## src/rtl/axi_upsizer_pkg.sv

```systemverilog
// Shared types and helpers for the AXI narrow-to-wide memory bridge.
package axi_upsizer_pkg;

    localparam int ID_MAX_W = 16;
    // Low address bits tracked per burst; AXI bursts never cross 4 KB.
    localparam int OFF_W    = 12;

    typedef enum logic [1:0] {
        BURST_FIXED = 2'd0,
        BURST_INCR  = 2'd1,
        BURST_WRAP  = 2'd2
    } burst_e;

    typedef enum logic [1:0] {
        W_IDLE,
        W_ADDR,
        W_DATA,
        W_RESP
    } wr_state_e;

    typedef struct packed {
        logic [ID_MAX_W-1:0] id;
        logic [OFF_W-1:0]    addr;
        logic [2:0]          size;
        logic [1:0]          burst;
        logic [7:0]          len;
    } rd_entry_t;

    function automatic logic [OFF_W-1:0] next_addr(
        input logic [OFF_W-1:0] addr,
        input logic [2:0]       size,
        input logic [1:0]       burst,
        input logic [7:0]       len
    );
        logic [OFF_W-1:0] step;
        logic [OFF_W-1:0] incr;
        logic [OFF_W-1:0] mask;
        step = OFF_W'(1) << size;
        incr = (addr & ~(step - OFF_W'(1))) + step;
        mask = ((OFF_W'(len) + OFF_W'(1)) << size) - OFF_W'(1);
        case (burst)
            BURST_FIXED: return addr;
            BURST_WRAP:  return (addr & ~mask) | (incr & mask);
            default:     return incr;
        endcase
    endfunction

endpackage

```

## src/rtl/axi_upsizer_rd_fifo.sv

```systemverilog
// Synchronous FIFO tracking outstanding read bursts; push while full is allowed when popping.
module axi_upsizer_rd_fifo #(
    parameter int WIDTH = 8,
    parameter int DEPTH = 4
) (
    input  logic             clock,
    input  logic             reset_n,
    input  logic             i_push,
    input  logic [WIDTH-1:0] i_data,
    input  logic             i_pop,
    output logic [WIDTH-1:0] o_data,
    output logic             o_full,
    output logic             o_empty
);

    localparam int AW = $clog2(DEPTH);

    logic [WIDTH-1:0] r_mem [DEPTH];
    logic [AW:0]      r_wr_ptr;
    logic [AW:0]      r_rd_ptr;
    logic             w_do_push;
    logic             w_do_pop;

    assign o_empty   = (r_wr_ptr == r_rd_ptr);
    assign o_full    = (r_wr_ptr[AW] != r_rd_ptr[AW]) && (r_wr_ptr[AW-1:0] == r_rd_ptr[AW-1:0]);
    assign w_do_pop  = i_pop && !o_empty;
    assign w_do_push = i_push && (!o_full || w_do_pop);
    assign o_data    = r_mem[r_rd_ptr[AW-1:0]];

    always_ff @(posedge clock) begin
        if (!reset_n) begin
            r_wr_ptr <= '0;
            r_rd_ptr <= '0;
        end else begin
            if (w_do_push) begin
                r_mem[r_wr_ptr[AW-1:0]] <= i_data;
                r_wr_ptr                <= r_wr_ptr + 1'b1;
            end
            if (w_do_pop) begin
                r_rd_ptr <= r_rd_ptr + 1'b1;
            end
        end
    end

endmodule

```

## src/rtl/axi_mem_upsizer.sv

```systemverilog
// AXI4 core-to-DDR bridge: address remap, narrow-to-wide lane steering, ID save/restore.
// Optional protocol checks with sticky err_flags when AXI_UPSIZER_CHECK_EN is defined.
module axi_mem_upsizer
    import axi_upsizer_pkg::*;
#(
    parameter int                  S_ADDR_W = 32,
    parameter int                  M_ADDR_W = 49,
    parameter int                  S_DATA_W = 64,
    parameter int                  M_DATA_W = 128,
    parameter int                  S_ID_W   = 4,
    parameter int                  M_ID_W   = 6,
    parameter int                  WIN_BITS = 28,
    parameter logic [M_ADDR_W-1:0] MEM_BASE = 'h1000_0000,
    parameter int                  RD_DEPTH = 4
) (
    input  logic                    clock,
    input  logic                    reset_n,
    input  logic                    s_aw_valid,
    output logic                    s_aw_ready,
    input  logic [S_ID_W-1:0]       s_aw_id,
    input  logic [S_ADDR_W-1:0]     s_aw_addr,
    input  logic [7:0]              s_aw_len,
    input  logic [2:0]              s_aw_size,
    input  logic [1:0]              s_aw_burst,
    input  logic                    s_aw_lock,
    input  logic [3:0]              s_aw_cache,
    input  logic [2:0]              s_aw_prot,
    input  logic [3:0]              s_aw_qos,
    input  logic                    s_w_valid,
    output logic                    s_w_ready,
    input  logic [S_DATA_W-1:0]     s_w_data,
    input  logic [S_DATA_W/8-1:0]   s_w_strb,
    input  logic                    s_w_last,
    output logic                    s_b_valid,
    input  logic                    s_b_ready,
    output logic [S_ID_W-1:0]       s_b_id,
    output logic [1:0]              s_b_resp,
    input  logic                    s_ar_valid,
    output logic                    s_ar_ready,
    input  logic [S_ID_W-1:0]       s_ar_id,
    input  logic [S_ADDR_W-1:0]     s_ar_addr,
    input  logic [7:0]              s_ar_len,
    input  logic [2:0]              s_ar_size,
    input  logic [1:0]              s_ar_burst,
    input  logic                    s_ar_lock,
    input  logic [3:0]              s_ar_cache,
    input  logic [2:0]              s_ar_prot,
    input  logic [3:0]              s_ar_qos,
    output logic                    s_r_valid,
    input  logic                    s_r_ready,
    output logic [S_ID_W-1:0]       s_r_id,
    output logic [S_DATA_W-1:0]     s_r_data,
    output logic [1:0]              s_r_resp,
    output logic                    s_r_last,
    output logic                    m_aw_valid,
    input  logic                    m_aw_ready,
    output logic [M_ID_W-1:0]       m_aw_id,
    output logic [M_ADDR_W-1:0]     m_aw_addr,
    output logic [7:0]              m_aw_len,
    output logic [2:0]              m_aw_size,
    output logic [1:0]              m_aw_burst,
    output logic                    m_aw_lock,
    output logic [3:0]              m_aw_cache,
    output logic [2:0]              m_aw_prot,
    output logic [3:0]              m_aw_qos,
    output logic                    m_w_valid,
    input  logic                    m_w_ready,
    output logic [M_DATA_W-1:0]     m_w_data,
    output logic [M_DATA_W/8-1:0]   m_w_strb,
    output logic                    m_w_last,
    input  logic                    m_b_valid,
    output logic                    m_b_ready,
    input  logic [M_ID_W-1:0]       m_b_id,
    input  logic [1:0]              m_b_resp,
    output logic                    m_ar_valid,
    input  logic                    m_ar_ready,
    output logic [M_ID_W-1:0]       m_ar_id,
    output logic [M_ADDR_W-1:0]     m_ar_addr,
    output logic [7:0]              m_ar_len,
    output logic [2:0]              m_ar_size,
    output logic [1:0]              m_ar_burst,
    output logic                    m_ar_lock,
    output logic [3:0]              m_ar_cache,
    output logic [2:0]              m_ar_prot,
    output logic [3:0]              m_ar_qos,
    input  logic                    m_r_valid,
    output logic                    m_r_ready,
    input  logic [M_ID_W-1:0]       m_r_id,
    input  logic [M_DATA_W-1:0]     m_r_data,
    input  logic [1:0]              m_r_resp,
    input  logic                    m_r_last
`ifdef AXI_UPSIZER_CHECK_EN
    ,
    output logic [3:0]              err_flags
`endif
);

    localparam int S_STRB_W = S_DATA_W / 8;
    localparam int M_STRB_W = M_DATA_W / 8;
    localparam int R        = M_DATA_W / S_DATA_W;
    localparam int LB       = $clog2(S_STRB_W);

    // ---------------- write path ----------------
    wr_state_e             r_wstate, w_wstate_nxt;
    logic [M_ADDR_W-1:0]   r_aw_addr;
    logic [S_ID_W-1:0]     r_aw_id;
    logic [7:0]            r_aw_len;
    logic [2:0]            r_aw_size;
    logic [1:0]            r_aw_burst;
    logic                  r_aw_lock;
    logic [3:0]            r_aw_cache;
    logic [2:0]            r_aw_prot;
    logic [3:0]            r_aw_qos;
    logic [OFF_W-1:0]      r_w_addr;
    logic [OFF_W-1:0]      w_w_lane;
    logic                  w_aw_hs;
    logic                  w_w_hs;

    always_comb begin
        w_wstate_nxt = r_wstate;
        s_aw_ready   = 1'b0;
        m_aw_valid   = 1'b0;
        s_w_ready    = 1'b0;
        m_w_valid    = 1'b0;
        s_b_valid    = 1'b0;
        m_b_ready    = 1'b0;
        case (r_wstate)
            W_IDLE: begin
                s_aw_ready = reset_n;
                if (s_aw_valid && reset_n) w_wstate_nxt = W_ADDR;
            end
            W_ADDR: begin
                m_aw_valid = 1'b1;
                if (m_aw_ready) w_wstate_nxt = W_DATA;
            end
            W_DATA: begin
                s_w_ready = m_w_ready;
                m_w_valid = s_w_valid;
                if (s_w_valid && m_w_ready && s_w_last) w_wstate_nxt = W_RESP;
            end
            W_RESP: begin
                s_b_valid = m_b_valid;
                m_b_ready = s_b_ready;
                if (m_b_valid && s_b_ready) w_wstate_nxt = W_IDLE;
            end
        endcase
    end

    assign w_aw_hs  = s_aw_valid && s_aw_ready;
    assign w_w_hs   = s_w_valid && s_w_ready;
    assign w_w_lane = (r_w_addr >> LB) & OFF_W'(R - 1);

    always_ff @(posedge clock) begin
        if (!reset_n) begin
            r_wstate   <= W_IDLE;
            r_aw_addr  <= '0;
            r_aw_id    <= '0;
            r_aw_len   <= '0;
            r_aw_size  <= '0;
            r_aw_burst <= '0;
            r_aw_lock  <= 1'b0;
            r_aw_cache <= '0;
            r_aw_prot  <= '0;
            r_aw_qos   <= '0;
            r_w_addr   <= '0;
        end else begin
            r_wstate <= w_wstate_nxt;
            if (w_aw_hs) begin
                r_aw_addr  <= MEM_BASE | M_ADDR_W'(s_aw_addr[WIN_BITS-1:0]);
                r_aw_id    <= s_aw_id;
                r_aw_len   <= s_aw_len;
                r_aw_size  <= s_aw_size;
                r_aw_burst <= s_aw_burst;
                r_aw_lock  <= s_aw_lock;
                r_aw_cache <= s_aw_cache;
                r_aw_prot  <= s_aw_prot;
                r_aw_qos   <= s_aw_qos;
                r_w_addr   <= s_aw_addr[OFF_W-1:0];
            end else if (w_w_hs) begin
                r_w_addr <= next_addr(r_w_addr, r_aw_size, r_aw_burst, r_aw_len);
            end
        end
    end

    assign m_aw_id    = '0;
    assign m_aw_addr  = r_aw_addr;
    assign m_aw_len   = r_aw_len;
    assign m_aw_size  = r_aw_size;
    assign m_aw_burst = r_aw_burst;
    assign m_aw_lock  = r_aw_lock;
    assign m_aw_cache = r_aw_cache;
    assign m_aw_prot  = r_aw_prot;
    assign m_aw_qos   = r_aw_qos;
    assign m_w_data   = {R{s_w_data}};
    assign m_w_strb   = M_STRB_W'(s_w_strb) << (w_w_lane * S_STRB_W);
    assign m_w_last   = s_w_last;
    assign s_b_id     = r_aw_id;
    assign s_b_resp   = m_b_resp;

    // ---------------- read path ----------------
    logic                  r_ar_held;
    logic [M_ADDR_W-1:0]   r_ar_addr;
    logic [7:0]            r_ar_len;
    logic [2:0]            r_ar_size;
    logic [1:0]            r_ar_burst;
    logic                  r_ar_lock;
    logic [3:0]            r_ar_cache;
    logic [2:0]            r_ar_prot;
    logic [3:0]            r_ar_qos;
    logic                  r_rd_active;
    logic [OFF_W-1:0]      r_rd_addr;
    logic [OFF_W-1:0]      w_rd_addr;
    logic [OFF_W-1:0]      w_rd_lane;
    rd_entry_t             w_push_entry;
    rd_entry_t             w_head;
    logic [$bits(rd_entry_t)-1:0] w_fifo_rdata;
    logic                  w_fifo_full;
    logic                  w_fifo_empty;
    logic                  w_ar_hs;
    logic                  w_rd_beat;
    logic                  w_pop;
    logic                  w_unused;

    always_comb begin
        w_push_entry       = '0;
        w_push_entry.id    = ID_MAX_W'(s_ar_id);
        w_push_entry.addr  = s_ar_addr[OFF_W-1:0];
        w_push_entry.size  = s_ar_size;
        w_push_entry.burst = s_ar_burst;
        w_push_entry.len   = s_ar_len;
    end

    axi_upsizer_rd_fifo #(
        .WIDTH ($bits(rd_entry_t)),
        .DEPTH (RD_DEPTH)
    ) u_rd_fifo (
        .clock   (clock),
        .reset_n (reset_n),
        .i_push  (w_ar_hs),
        .i_data  (w_push_entry),
        .i_pop   (w_pop),
        .o_data  (w_fifo_rdata),
        .o_full  (w_fifo_full),
        .o_empty (w_fifo_empty)
    );

    assign w_head    = rd_entry_t'(w_fifo_rdata);
    assign m_r_ready = s_r_ready && !w_fifo_empty;
    assign w_rd_beat = m_r_valid && m_r_ready;
    assign w_pop     = w_rd_beat && m_r_last;
    // A pop in the same cycle frees a slot, so a full FIFO can still accept the next AR.
    assign s_ar_ready = reset_n && (!w_fifo_full || w_pop) && (!r_ar_held || m_ar_ready);
    assign w_ar_hs    = s_ar_valid && s_ar_ready;
    assign w_rd_addr  = r_rd_active ? r_rd_addr : w_head.addr;
    assign w_rd_lane  = (w_rd_addr >> LB) & OFF_W'(R - 1);

    always_ff @(posedge clock) begin
        if (!reset_n) begin
            r_ar_held   <= 1'b0;
            r_ar_addr   <= '0;
            r_ar_len    <= '0;
            r_ar_size   <= '0;
            r_ar_burst  <= '0;
            r_ar_lock   <= 1'b0;
            r_ar_cache  <= '0;
            r_ar_prot   <= '0;
            r_ar_qos    <= '0;
            r_rd_active <= 1'b0;
            r_rd_addr   <= '0;
        end else begin
            if (w_ar_hs) begin
                r_ar_held  <= 1'b1;
                r_ar_addr  <= MEM_BASE | M_ADDR_W'(s_ar_addr[WIN_BITS-1:0]);
                r_ar_len   <= s_ar_len;
                r_ar_size  <= s_ar_size;
                r_ar_burst <= s_ar_burst;
                r_ar_lock  <= s_ar_lock;
                r_ar_cache <= s_ar_cache;
                r_ar_prot  <= s_ar_prot;
                r_ar_qos   <= s_ar_qos;
            end else if (m_ar_ready) begin
                r_ar_held <= 1'b0;
            end
            if (w_rd_beat) begin
                r_rd_active <= !m_r_last;
                r_rd_addr   <= next_addr(w_rd_addr, w_head.size, w_head.burst, w_head.len);
            end
        end
    end

    assign m_ar_valid = r_ar_held;
    assign m_ar_id    = '0;
    assign m_ar_addr  = r_ar_addr;
    assign m_ar_len   = r_ar_len;
    assign m_ar_size  = r_ar_size;
    assign m_ar_burst = r_ar_burst;
    assign m_ar_lock  = r_ar_lock;
    assign m_ar_cache = r_ar_cache;
    assign m_ar_prot  = r_ar_prot;
    assign m_ar_qos   = r_ar_qos;
    assign s_r_valid  = m_r_valid && !w_fifo_empty;
    assign s_r_id     = w_head.id[S_ID_W-1:0];
    assign s_r_data   = S_DATA_W'(m_r_data >> (w_rd_lane * S_DATA_W));
    assign s_r_resp   = m_r_resp;
    assign s_r_last   = m_r_last;

    assign w_unused = ^{s_aw_addr, s_ar_addr, w_head, m_b_id, m_r_id};

`ifdef AXI_UPSIZER_CHECK_EN
    logic [7:0] r_w_cnt;
    logic [7:0] r_rd_cnt;
    logic [3:0] r_err;

    always_ff @(posedge clock) begin
        if (!reset_n) begin
            r_w_cnt  <= '0;
            r_rd_cnt <= '0;
            r_err    <= '0;
        end else begin
            if (w_aw_hs)     r_w_cnt <= '0;
            else if (w_w_hs) r_w_cnt <= r_w_cnt + 8'd1;
            if (w_pop)          r_rd_cnt <= '0;
            else if (w_rd_beat) r_rd_cnt <= r_rd_cnt + 8'd1;
            if ((w_aw_hs && s_aw_size > 3'(LB)) || (w_ar_hs && s_ar_size > 3'(LB))) r_err[0] <= 1'b1;
            if (w_w_hs && (s_w_last != (r_w_cnt == r_aw_len)))                    r_err[1] <= 1'b1;
            if (m_r_valid && w_fifo_empty)                                        r_err[2] <= 1'b1;
            if (w_rd_beat && (m_r_last != (r_rd_cnt == w_head.len)))              r_err[3] <= 1'b1;
        end
    end

    assign err_flags = r_err;
`endif

endmodule

```

## config.mk

```make
export PLATFORM = sky130hd
export DESIGN_NAME = axi_mem_upsizer
export DESIGN_NICKNAME = d
export VERILOG_FILES = /design/src/rtl/axi_upsizer_pkg.sv /design/src/rtl/axi_upsizer_rd_fifo.sv /design/src/rtl/axi_mem_upsizer.sv
export SDC_FILE = /design/constraint.sdc
export NUM_CORES = 1
export LEC_CHECK = 0
export CAP_MARGIN = 20
export CORE_AREA = 10 10 285 287
export CTS_CLUSTER_SIZE = 10
export DETAILED_ROUTE_END_ITERATION = 16
export DIE_AREA = 0 0 295 297
export GPL_TIMING_DRIVEN = 0
export PLACE_DENSITY_LB_ADDON = 0.05
export SLEW_MARGIN = 20
export SYNTH_ARGS = -nofsm -noshare
export SYNTH_HDL_FRONTEND = slang
export SYNTH_SLANG_ARGS = --single-unit
```

## constraint.sdc

```tcl
create_clock -name clock -period 5.7 [get_ports clock]
set_input_delay 1.71 -clock clock [delete_from_list [all_inputs] [get_ports clock]]
set_output_delay 1.71 -clock clock [all_outputs]
set_load 0.02 [all_outputs]
```

==> impl_metrics.toml, run 1 <==
[clocking]
ctsHoldBuffers = 0
numCtsBuffers = 17
cts_max_level = 4
clkSinkCount = 200
clk_latency_ps = 460
cts_setup_buffers = 0
clock_path_buffers = 2
clk_transition_reported_paths_ps = 80
cts_resized = 3
cts_tree = "built"
clock-root-buffer = "clkbuf_16"

[detailed_routing]
wl_per_cell_um = 23.6
antenna_left = 0
num_vias = 9901
firstDrtPassIters = 4
finalWirelength_um = 65400
drt_iter0_drc = 335
routed_via_density = 3.57
drc = 0

[power]
p_int_uw = 3070
swShare_pct = 35.7
power_density_nw_per_um2 = 258
p_leak_uw = 0.00687
p_seq_share_pct = 35.4
power_frac_comb_pct = 37.2
ir_drop_v = 0.000192
clkPwrFrac_pct = 27.5
p_switching_uw = 1700

[place]
placed_area_um2 = 17900
place_congestion = 0.837
dp_hpwl_um = 56500
port_buffers = 603

[floorplanning]
die_height_um = 297
start_util_pct = 13.8
pin_count = 744
floorplan.die_area_um2 = 87600
rows = 101
die_w_um = 295
coreArea_um2 = 75400

[sta]
slew_headroom_pct = 33.8
rsz0062_at_grt = "false"
worstMarginPinSlew_ps = 993
setup_tns_ps = 0
max_freq_mhz = 184
finalSetupViolCount = 0
finalHoldViolCount = 0
fin_skew_ps = 16.4
period_minus_slack_ps = 5430
fin_crit_sh_pct = 95.3
maxSlewViolCount = 0

[flow_run]
max-cap-violations = 0

[setup_path]
critPathMaxStageDelay_ps = 680
critical_path_class = "input port to output port"
cp_num_buf_inv = 3
cp-end-kind = "output port"
cp_common_cell = "clkdlybuf4s50_1"
cp.arrival_ps = 3720
cp_max_fo = 10
critPathLaunchType = "input port"
crit_chain = "clkdlybuf4s50_1 > clkbuf_1 > nand2_1 > nor2_1 > clkdlybuf4s50_1"
crit_slowest_cell = "clkdlybuf4s50_1"
critPathRequiredTime_ps = 3990
cpLargestDelayFamily = "buffers and inverters"
r2r_setup_slack_ps = 2140

[yosys]
ys_ff_latch = 200
yosysWarnings = 0
ys_seq_area_share_pct = 45.0
synth_area_um2 = 10400
synth_edf_count = 68
synth.distinct_cells = 59
synthTopCellsByCount = "249 x nand2_1, 190 x buf_4, 132 x dfxtp_1"
yosysTopAreaCell = "dfxtp_1"
syn_inst = 1099
async_flop_share_pct = 0
synth_area_leaders = "dfxtp_1 25%, edfxtp_1 20%, buf_4 14%"
avgSynthCellArea_um2 = 9.47
synth-main-ff-cell = "dfxtp_1"
yosysMostFrequentCell = "nand2_1"
synth.top_cell.area_share_pct = 25.4

[finish]
final_layout_size_suffix_gt1_share_pct = 16.9
fill_cells = 8227
nets = 2140
syn_to_final_growth_pct = 77.9
multi_input_area_um2 = 4210
final_area_um2 = 18500
regArea_um2 = 4680

[run_status]
status = "finished, final reports clean"

[grt]
grt_max_degree = 22
overflow = 0
grt_first_pass_wirelength_um = 87400
antenna_found_initial = 17
track_usage_pct = 14.2
grt_pass1_vias = 9967

[min_path]
hold_path_class = "register to register"
==> state kept, by name (all words and copies together) (netlist names), named ones only <==
| name | cells |
|---|---|
| m_ar_qos | 4 |
| m_aw_burst | 2 |
| u_rd_fifo.r_rd_ptr | 3 |
| m_aw_lock | 1 |
| r_rd_addr | 4 |
| m_ar_addr | 29 |
| m_aw_addr | 29 |
| u_rd_fifo.r_mem | 68 |
| m_aw_prot | 3 |
| s_b_id | 4 |
| m_ar_size | 3 |
| r_rd_active | 1 |
| m_ar_lock | 1 |
| m_aw_qos | 4 |
| u_rd_fifo.r_wr_ptr | 3 |
| m_ar_cache | 4 |
| m_aw_cache | 4 |
| m_aw_len | 8 |
| m_aw_size | 3 |
| m_ar_len | 8 |
| r_wstate | 2 |
| m_ar_prot | 3 |
| m_ar_burst | 2 |
| m_ar_valid | 1 |
==> cell families after synthesis <==
| family | share of synthesized area, % |
|---|---|
| AOI/OAI and AO/OA | 9.20 |
| other | 0.0360 |
| buffers and inverters | 16.5 |
| muxes | 11.5 |
| and+or+nand+nor | 14.2 |
| xor gates and xnor gates | 1.60 |
| adders and majority gates | 1.92 |
| DFF | 45.0 |
==> layer usage <==
layer	vias to the layer above	track usage [%]	routed length, um
met5	-	0	105
met4	16	4.18	1370
met3	52	4.80	5340
met2	380	25.7	33400
met1	4613	15.4	25200
li1	4840	-	-
==> power by group through the flow <==
| stage | Clock (uW) | Combinational, uW | Sequential [uW] |
|---|---|---|---|
| finish | 1310 | 1770 | 1690 |
| global route | 1420 | 1900 | 1710 |
| floorplan | 0 | 723 | 1840 |
| detailed placement | 0 | 1800 | 1720 |
| global placement | 0 | 1810 | 1720 |
| CTS | 1370 | 1820 | 1690 |
==> final timing paths <==
check                                           from                               end  cells past startpoint
hold reg to reg           m_aw_addr[28]$_SDFFE_PN0P_        m_aw_addr[28]$_SDFFE_PN0P_                      2
setup / recovery                             reset_n                        s_ar_ready                      5
setup reg to reg  u_rd_fifo.r_wr_ptr[0]$_SDFFE_PN0P_  u_rd_fifo.r_mem[1][10]$_DFFE_PP_                      7
hold / removal            m_aw_addr[28]$_SDFFE_PN0P_        m_aw_addr[28]$_SDFFE_PN0P_                      2
==> layout make-up <==
class	count	area share (%)
clock buffer	17	2.30
buffer	246	9.01
timing repair buffer	603	32.6
clock inverter	15	1.02
antenna	9	0.122
tap	978	6.61
multi-input combinational	691	22.8
sequential	200	25.3
inverter	13	0.264
==> worst min-delay path, stage by stage (launching register included) <==
cell and delay [ps]:
dfxtp_1 320, nand2_1 50, nand2_1 40
==> cell usage in the layout (no fill, tap or decap), types with 3 or more instances in the layout <==
cell,instances
ha_1,16
mux2_2,37
and3_1,5
clkbuf_16,17
mux2_1,29
xnor2_1,11
diode_2,9
xor2_1,8
nor2_1,23
nor3_1,6
edfxtp_1,68
nand2_1,249
a311oi_1,3
clkinv_8,3
o21ai_0,61
mux2i_1,6
inv_1,12
nor3b_1,3
and2_2,3
nand3_1,13
a211oi_1,3
and2_1,16
buf_2,9
dfxtp_1,132
buf_4,191
o211ai_1,7
a21oi_1,76
inv_8,4
nor2b_1,12
clkbuf_1,40
buf_1,3
mux4_2,17
clkdlybuf4s50_1,603
inv_6,5
conb_1,52
==> metrics by stage <==
| step | worst slack, ps | hold slack, ps | utilization [%] | std cells | power, uW |
|---|---|---|---|---|---|
| after floorplan | 1640 | 480 | - | 1150 | 2570 |
| after global placement | -434 | 432 | 23.7 | 2731 | 3530 |
| after detailed placement | -385 | 440 | 23.7 | 2731 | 3530 |
| after CTS | 121 | 453 | 24.5 | 2763 | 4880 |
| after global routing | 33.4 | 460 | 24.5 | 2768 | 5030 |
| final | 266 | 445 | 24.5 | 2772 | 4770 |
Note: power is estimated with default switching activity, not from simulation.
==> run 2, diff against run 1 <==
--- a/config.mk
+++ b/config.mk
@@ -6,10 +6,10 @@
 export NUM_CORES = 1
 export LEC_CHECK = 0
 export CAP_MARGIN = 20
-export CORE_AREA = 10 10 285 287
+export CORE_AREA = 4 4 287 289
 export CTS_CLUSTER_SIZE = 10
 export DETAILED_ROUTE_END_ITERATION = 16
-export DIE_AREA = 0 0 295 297
+export DIE_AREA = 0 0 291 293
 export GPL_TIMING_DRIVEN = 0
 export PLACE_DENSITY_LB_ADDON = 0.05
 export SLEW_MARGIN = 20
==> impl_metrics.toml, run 2 (same netlist as run 1, synthesis figures left out) <==
[clocking]
clk_transition_reported_paths_ps = 70
cts_tree = "built"
clkSinkCount = 200
cts_max_level = 4
clk_latency_ps = 460
cts_setup_buffers = 0
numCtsBuffers = 17
clock-root-buffer = "clkbuf_16"
clock_path_buffers = 2

[finish]
final_common_cell = "clkdlybuf4s50_1"
regArea_um2 = 4680
syn_to_final_growth_pct = 79.0
layout.cells.non_filler = 2852
mostFrequentLayoutCells = "602 x clkdlybuf4s50_1, 249 x nand2_1, 192 x buf_4, 132 x dfxtp_1, 76 x a21oi_1"
fill_cells = 8763
multi_input_area_um2 = 4210
nets = 2140
largest_register_ff_count = 68
final_layout_size_suffix_gt1_share_pct = 16.9

[sta]
fin_skew_ps = 12.4
slew_headroom_pct = 33.5
maxSlewViolCount = 0
worstMarginPinSlew_ps = 997
max_freq_mhz = 184
finalSetupViolCount = 0
finalHoldViolCount = 0
fin_ws_ps = 254
period_minus_slack_ps = 5450
fin_crit_sh_pct = 95.5
hold_ws_ps = 456
rsz0062_at_grt = "false"

[floorplanning]
die_w_um = 291
pin_count = 744
floorplan.die_area_um2 = 85300
start_util_pct = 13.0
rows = 104
coreArea_um2 = 79900
die_height_um = 293

[setup_path]
cp-endpoint = "s_ar_ready"
critPathRequiredTime_ps = 3990
cp-end-kind = "output port"
cp.arrival_ps = 3740
r2r_cells = 7
rr_startpoint = "u_rd_fifo.r_wr_ptr[0]$_SDFFE_PN0P_"
cp-startpoint = "reset_n"
cp_max_fo = 10
r2r_end = "u_rd_fifo.r_mem[1][28]$_DFFE_PP_"
r2r_setup_slack_ps = 2230
critPathLaunchType = "input port"
critical_path_class = "input port to output port"

[power]
power_density_nw_per_um2 = 258
p_seq_share_pct = 35.2
p_leak_uw = 0.00687
power_frac_comb_pct = 36.7
p_int_uw = 3150
swShare_pct = 34.5
clkPwrFrac_pct = 28.1
total_power_uw = 4810
ir_drop_v = 0.000209
p_switching_uw = 1660

[detailed_routing]
routed_via_density = 3.48
drt-met1-wl_um = 24000
drt_iter0_drc = 368
routed.top_layer = "met5"
wl_per_cell_um = 22.4
finalWirelength_um = 64000
wl_met2_um = 34100
antenna_left = 0
num_vias = 9921
firstDrtPassIters = 5
met3_length_um = 4590
drc = 0

[grt]
grt_max_degree = 19
overflow = 0
track_usage_pct = 14.3
grt_first_pass_wirelength_um = 85700
antenna_found_initial = 14
grt_pass1_vias = 9904

[place]
dp_hpwl_um = 54600
dp_cells = 2813
place_congestion = 0.787
place_ws_ps = -326
port_buffers = 603

[run_status]
status = "finished, final reports clean"

[min_path]
hold_path_class = "register to register"

[flow_run]
max-cap-violations = 0
## run 2: changes by cell type in the layout (fill, tap and decap cells not counted), sizes merged
cell,before,now
clkbuf,58,59
inv,22,16
diode,9,7
dlygate4sd2,0,1
bufinv,1,3
clkinvlp,1,4
clkdlybuf4s50,603,602
## run 2: timing repair
item                                    in CTS  in global routing
endpoints found under the setup margin      64                  0
hold buffers                                 0                  0
resized for setup                            5                  0
## run 2: critical path: stages
cell             delay (ps)
clkdlybuf4s50_1         470
clkbuf_1                570
nand2_1                 150
nor2_1                  170
clkdlybuf4s50_1         660
## run 2: routing by layer
metal	global-route usage, %	vias up
met5	0	-
met4	4.12	8
met3	4.74	35
met2	26.8	394
met1	15.3	4646
li1	-	4838
## run 2: final cells by class
class	instances	area share, %
clock inverters	14	1.03
repair buffers	603	32.4
inverters	13	0.262
flip-flops and latches	200	25.2
well taps	1060	7.12
diodes	7	0.0941
multi-input cells	691	22.6
clock buffers	18	2.36
plain buffers	246	8.97
## run 2: how the worst min path moves through the flow
stage               slack (ps)  depth (start not counted)                          startpoint                    endpoint
global route               470                          2          m_aw_addr[28]$_SDFFE_PN0P_  m_aw_addr[28]$_SDFFE_PN0P_
floorplan                  480                          2  u_rd_fifo.r_rd_ptr[1]$_SDFFE_PN0N_                    register
finish                     460                          2          m_aw_addr[28]$_SDFFE_PN0P_  m_aw_addr[28]$_SDFFE_PN0P_
detailed placement         440                          2          m_aw_addr[28]$_SDFFE_PN0P_  m_aw_addr[28]$_SDFFE_PN0P_
global placement           440                          2          m_aw_addr[28]$_SDFFE_PN0P_  m_aw_addr[28]$_SDFFE_PN0P_
CTS                        460                          2          m_ar_addr[24]$_SDFFE_PN0P_  m_ar_addr[24]$_SDFFE_PN0P_
## run 2: power by group through the flow
| stage | clock (uW) | combinational [uW] | sequential (uW) |
|---|---|---|---|
| after floorplan | 0 | 723 | 1840 |
| after global placement | 0 | 1810 | 1720 |
| after detailed placement | 0 | 1800 | 1720 |
| after CTS | 1420 | 1820 | 1690 |
| after global routing | 1470 | 1890 | 1710 |
| final | 1350 | 1760 | 1690 |
## run 2: through the flow
stage | utilization [%] | setup TNS [ps] | area (um^2)
final | 23.3 | 0 | 18600
after global placement | 22.5 | -21720 | 18000
after CTS | 23.3 | 0 | 18600
after global routing | 23.3 | 0 | 18600
after detailed placement | 22.5 | -6000 | 18000
after floorplan | - | 0 | 10600
==> run 3, diff against run 2 <==
--- a/config.mk
+++ b/config.mk
@@ -12,7 +12,6 @@
 export DIE_AREA = 0 0 291 293
 export GPL_TIMING_DRIVEN = 0
 export PLACE_DENSITY_LB_ADDON = 0.05
-export SLEW_MARGIN = 20
 export SYNTH_ARGS = -nofsm -noshare
 export SYNTH_HDL_FRONTEND = slang
 export SYNTH_SLANG_ARGS = --single-unit
==> impl_metrics.toml, run 3 (same netlist as run 1, synthesis figures left out) <==
[sta]
fin_skew_ps = 11.2
period_minus_slack_ps = 5490
max_freq_mhz = 182
maxSlewViolCount = 0
slew_headroom_pct = 32.3
finalHoldViolCount = 0
finalSetupViolCount = 0
fin_crit_sh_pct = 96.3
worstMarginPinSlew_ps = 1020
fin_ws_ps = 212
rsz0062_at_grt = "false"

[floorplanning]
floorplan.die_area_um2 = 85300
coreArea_um2 = 79900
start_util_pct = 13.0
die_w_um = 291
rows = 104
die_height_um = 293
pin_count = 744

[place]
place_ws_ps = -361
port_buffers = 603
dp_hpwl_um = 54800
place_congestion = 0.787
placed_area_um2 = 18000

[clocking]
clock_path_buffers = 2
clk_transition_reported_paths_ps = 80
numCtsBuffers = 17
clk_latency_ps = 460
cts_max_level = 4
clock-root-buffer = "clkbuf_16"
clkSinkCount = 200
cts_tree = "built"
cts_setup_buffers = 0

[setup_path]
cpLargestDelayFamily = "buffers and inverters"
cp_num_buf_inv = 3
critPathLaunchType = "input port"
crit_chain = "clkdlybuf4s50_1 > clkbuf_1 > nand2_1 > nor2_1 > clkdlybuf4s50_1"
critPathRequiredTime_ps = 3990
cp_common_cell = "clkdlybuf4s50_1"
cp-end-kind = "output port"
critPathMaxStageDelay_ps = 660
cp.arrival_ps = 3780
critical_path_class = "input port to output port"
crit_slowest_cell = "clkdlybuf4s50_1"
cp_max_fo = 10

[grt]
antenna_found_initial = 12
grt_first_pass_wirelength_um = 85900
track_usage_pct = 14.3
overflow = 0
grt_pass1_vias = 9917
grt_max_degree = 19

[detailed_routing]
drt_iter0_drc = 343
drc = 0
finalWirelength_um = 63900
antenna_left = 0
wl_per_cell_um = 22.4
firstDrtPassIters = 5
routed_via_density = 3.47
num_vias = 9897

[finish]
final_area_um2 = 18600
fill_cells = 8793
regArea_um2 = 4680
nets = 2143
largest_register_ff_count = 68
syn_to_final_growth_pct = 79.1
multi_input_area_um2 = 4210
final_common_cell = "clkdlybuf4s50_1"
final_layout_size_suffix_gt1_share_pct = 16.8
mostFrequentLayoutCells = "602 x clkdlybuf4s50_1, 249 x nand2_1, 192 x buf_4, 132 x dfxtp_1, 76 x a21oi_1"

[power]
p_leak_uw = 0.00686
power_density_nw_per_um2 = 253
ir_drop_v = 0.000202

[run_status]
status = "finished, final reports clean"

[min_path]
hold_path_class = "register to register"

[flow_run]
max-cap-violations = 0
==> run 3: worst register-to-register path: stages (launching register included) <==
cell and delay (ps):
dfxtp_1 450, xnor2_1 130, nand2_1 80, a311oi_1 60, nor3b_1 720, clkbuf_1 460
buf_2 350, and2_1 840
==> run 3: area by class of cell <==
| cell class | instances | area share, % |
|---|---|---|
| buffer | 246 | 8.97 |
| antenna | 7 | 0.0940 |
| clock inverter | 14 | 0.759 |
| inverter | 13 | 0.262 |
| sequential | 200 | 25.1 |
| clock buffer | 18 | 2.30 |
| tap | 1060 | 7.12 |
| timing repair buffer | 606 | 32.8 |
| multi-input combinational | 691 | 22.6 |
==> run 3: metal layers <==
| layer | vias up | track usage (%) | wire, um | share of wire [%] |
|---|---|---|---|---|
| met5 | - | 0 | 51 | 0.080 |
| met3 | 40 | 4.77 | 4990 | 7.8 |
| met4 | 8 | 3.90 | 1180 | 1.8 |
| met2 | 395 | 26.6 | 34000 | 53 |
| li1 | 4835 | - | - | - |
| met1 | 4619 | 15.5 | 23700 | 37 |
==> run 3: power breakdown <==
part | switching (uW) | internal [uW]
logic | 943 | 827
registers | 83.0 | 1610
clock network | 629 | 616
==> run 3: final timing paths <==
check / startpoint / end / slack (ps) / depth (start not counted)
max: reset_n / s_ar_ready / 210 / 5
min: m_ar_addr[11]$_SDFFE_PN0P_ / m_ar_addr[11]$_SDFFE_PN0P_ / 450 / 2
min reg2reg: m_ar_addr[11]$_SDFFE_PN0P_ / m_ar_addr[11]$_SDFFE_PN0P_ / 450 / 2
max reg2reg: u_rd_fifo.r_wr_ptr[0]$_SDFFE_PN0P_ / u_rd_fifo.r_mem[1][28]$_DFFE_PP_ / 2220 / 7
==> run 3: per-stage QoR <==
| stage | TNS [ps] | utilization (%) | power (uW) | cells | hold slack (ps) |
|---|---|---|---|---|---|
| final | 0 | 23.3 | 4700 | 2855 | 454 |
| after global routing | 0 | 23.3 | 4980 | 2852 | 472 |
| after CTS | 0 | 23.3 | 4820 | 2848 | 458 |
| after detailed placement | -7670 | 22.6 | 3530 | 2816 | 444 |
| after global placement | -21720 | 22.5 | 3530 | 2813 | 435 |
| after floorplan | 0 | - | 2570 | 1150 | 480 |
==> run 3: what timing repair did <==
action | CTS | global route
hold buffers | 0 | 0
gates resized for setup | 5 | 0
setup endpoints to repair | 64 | 0
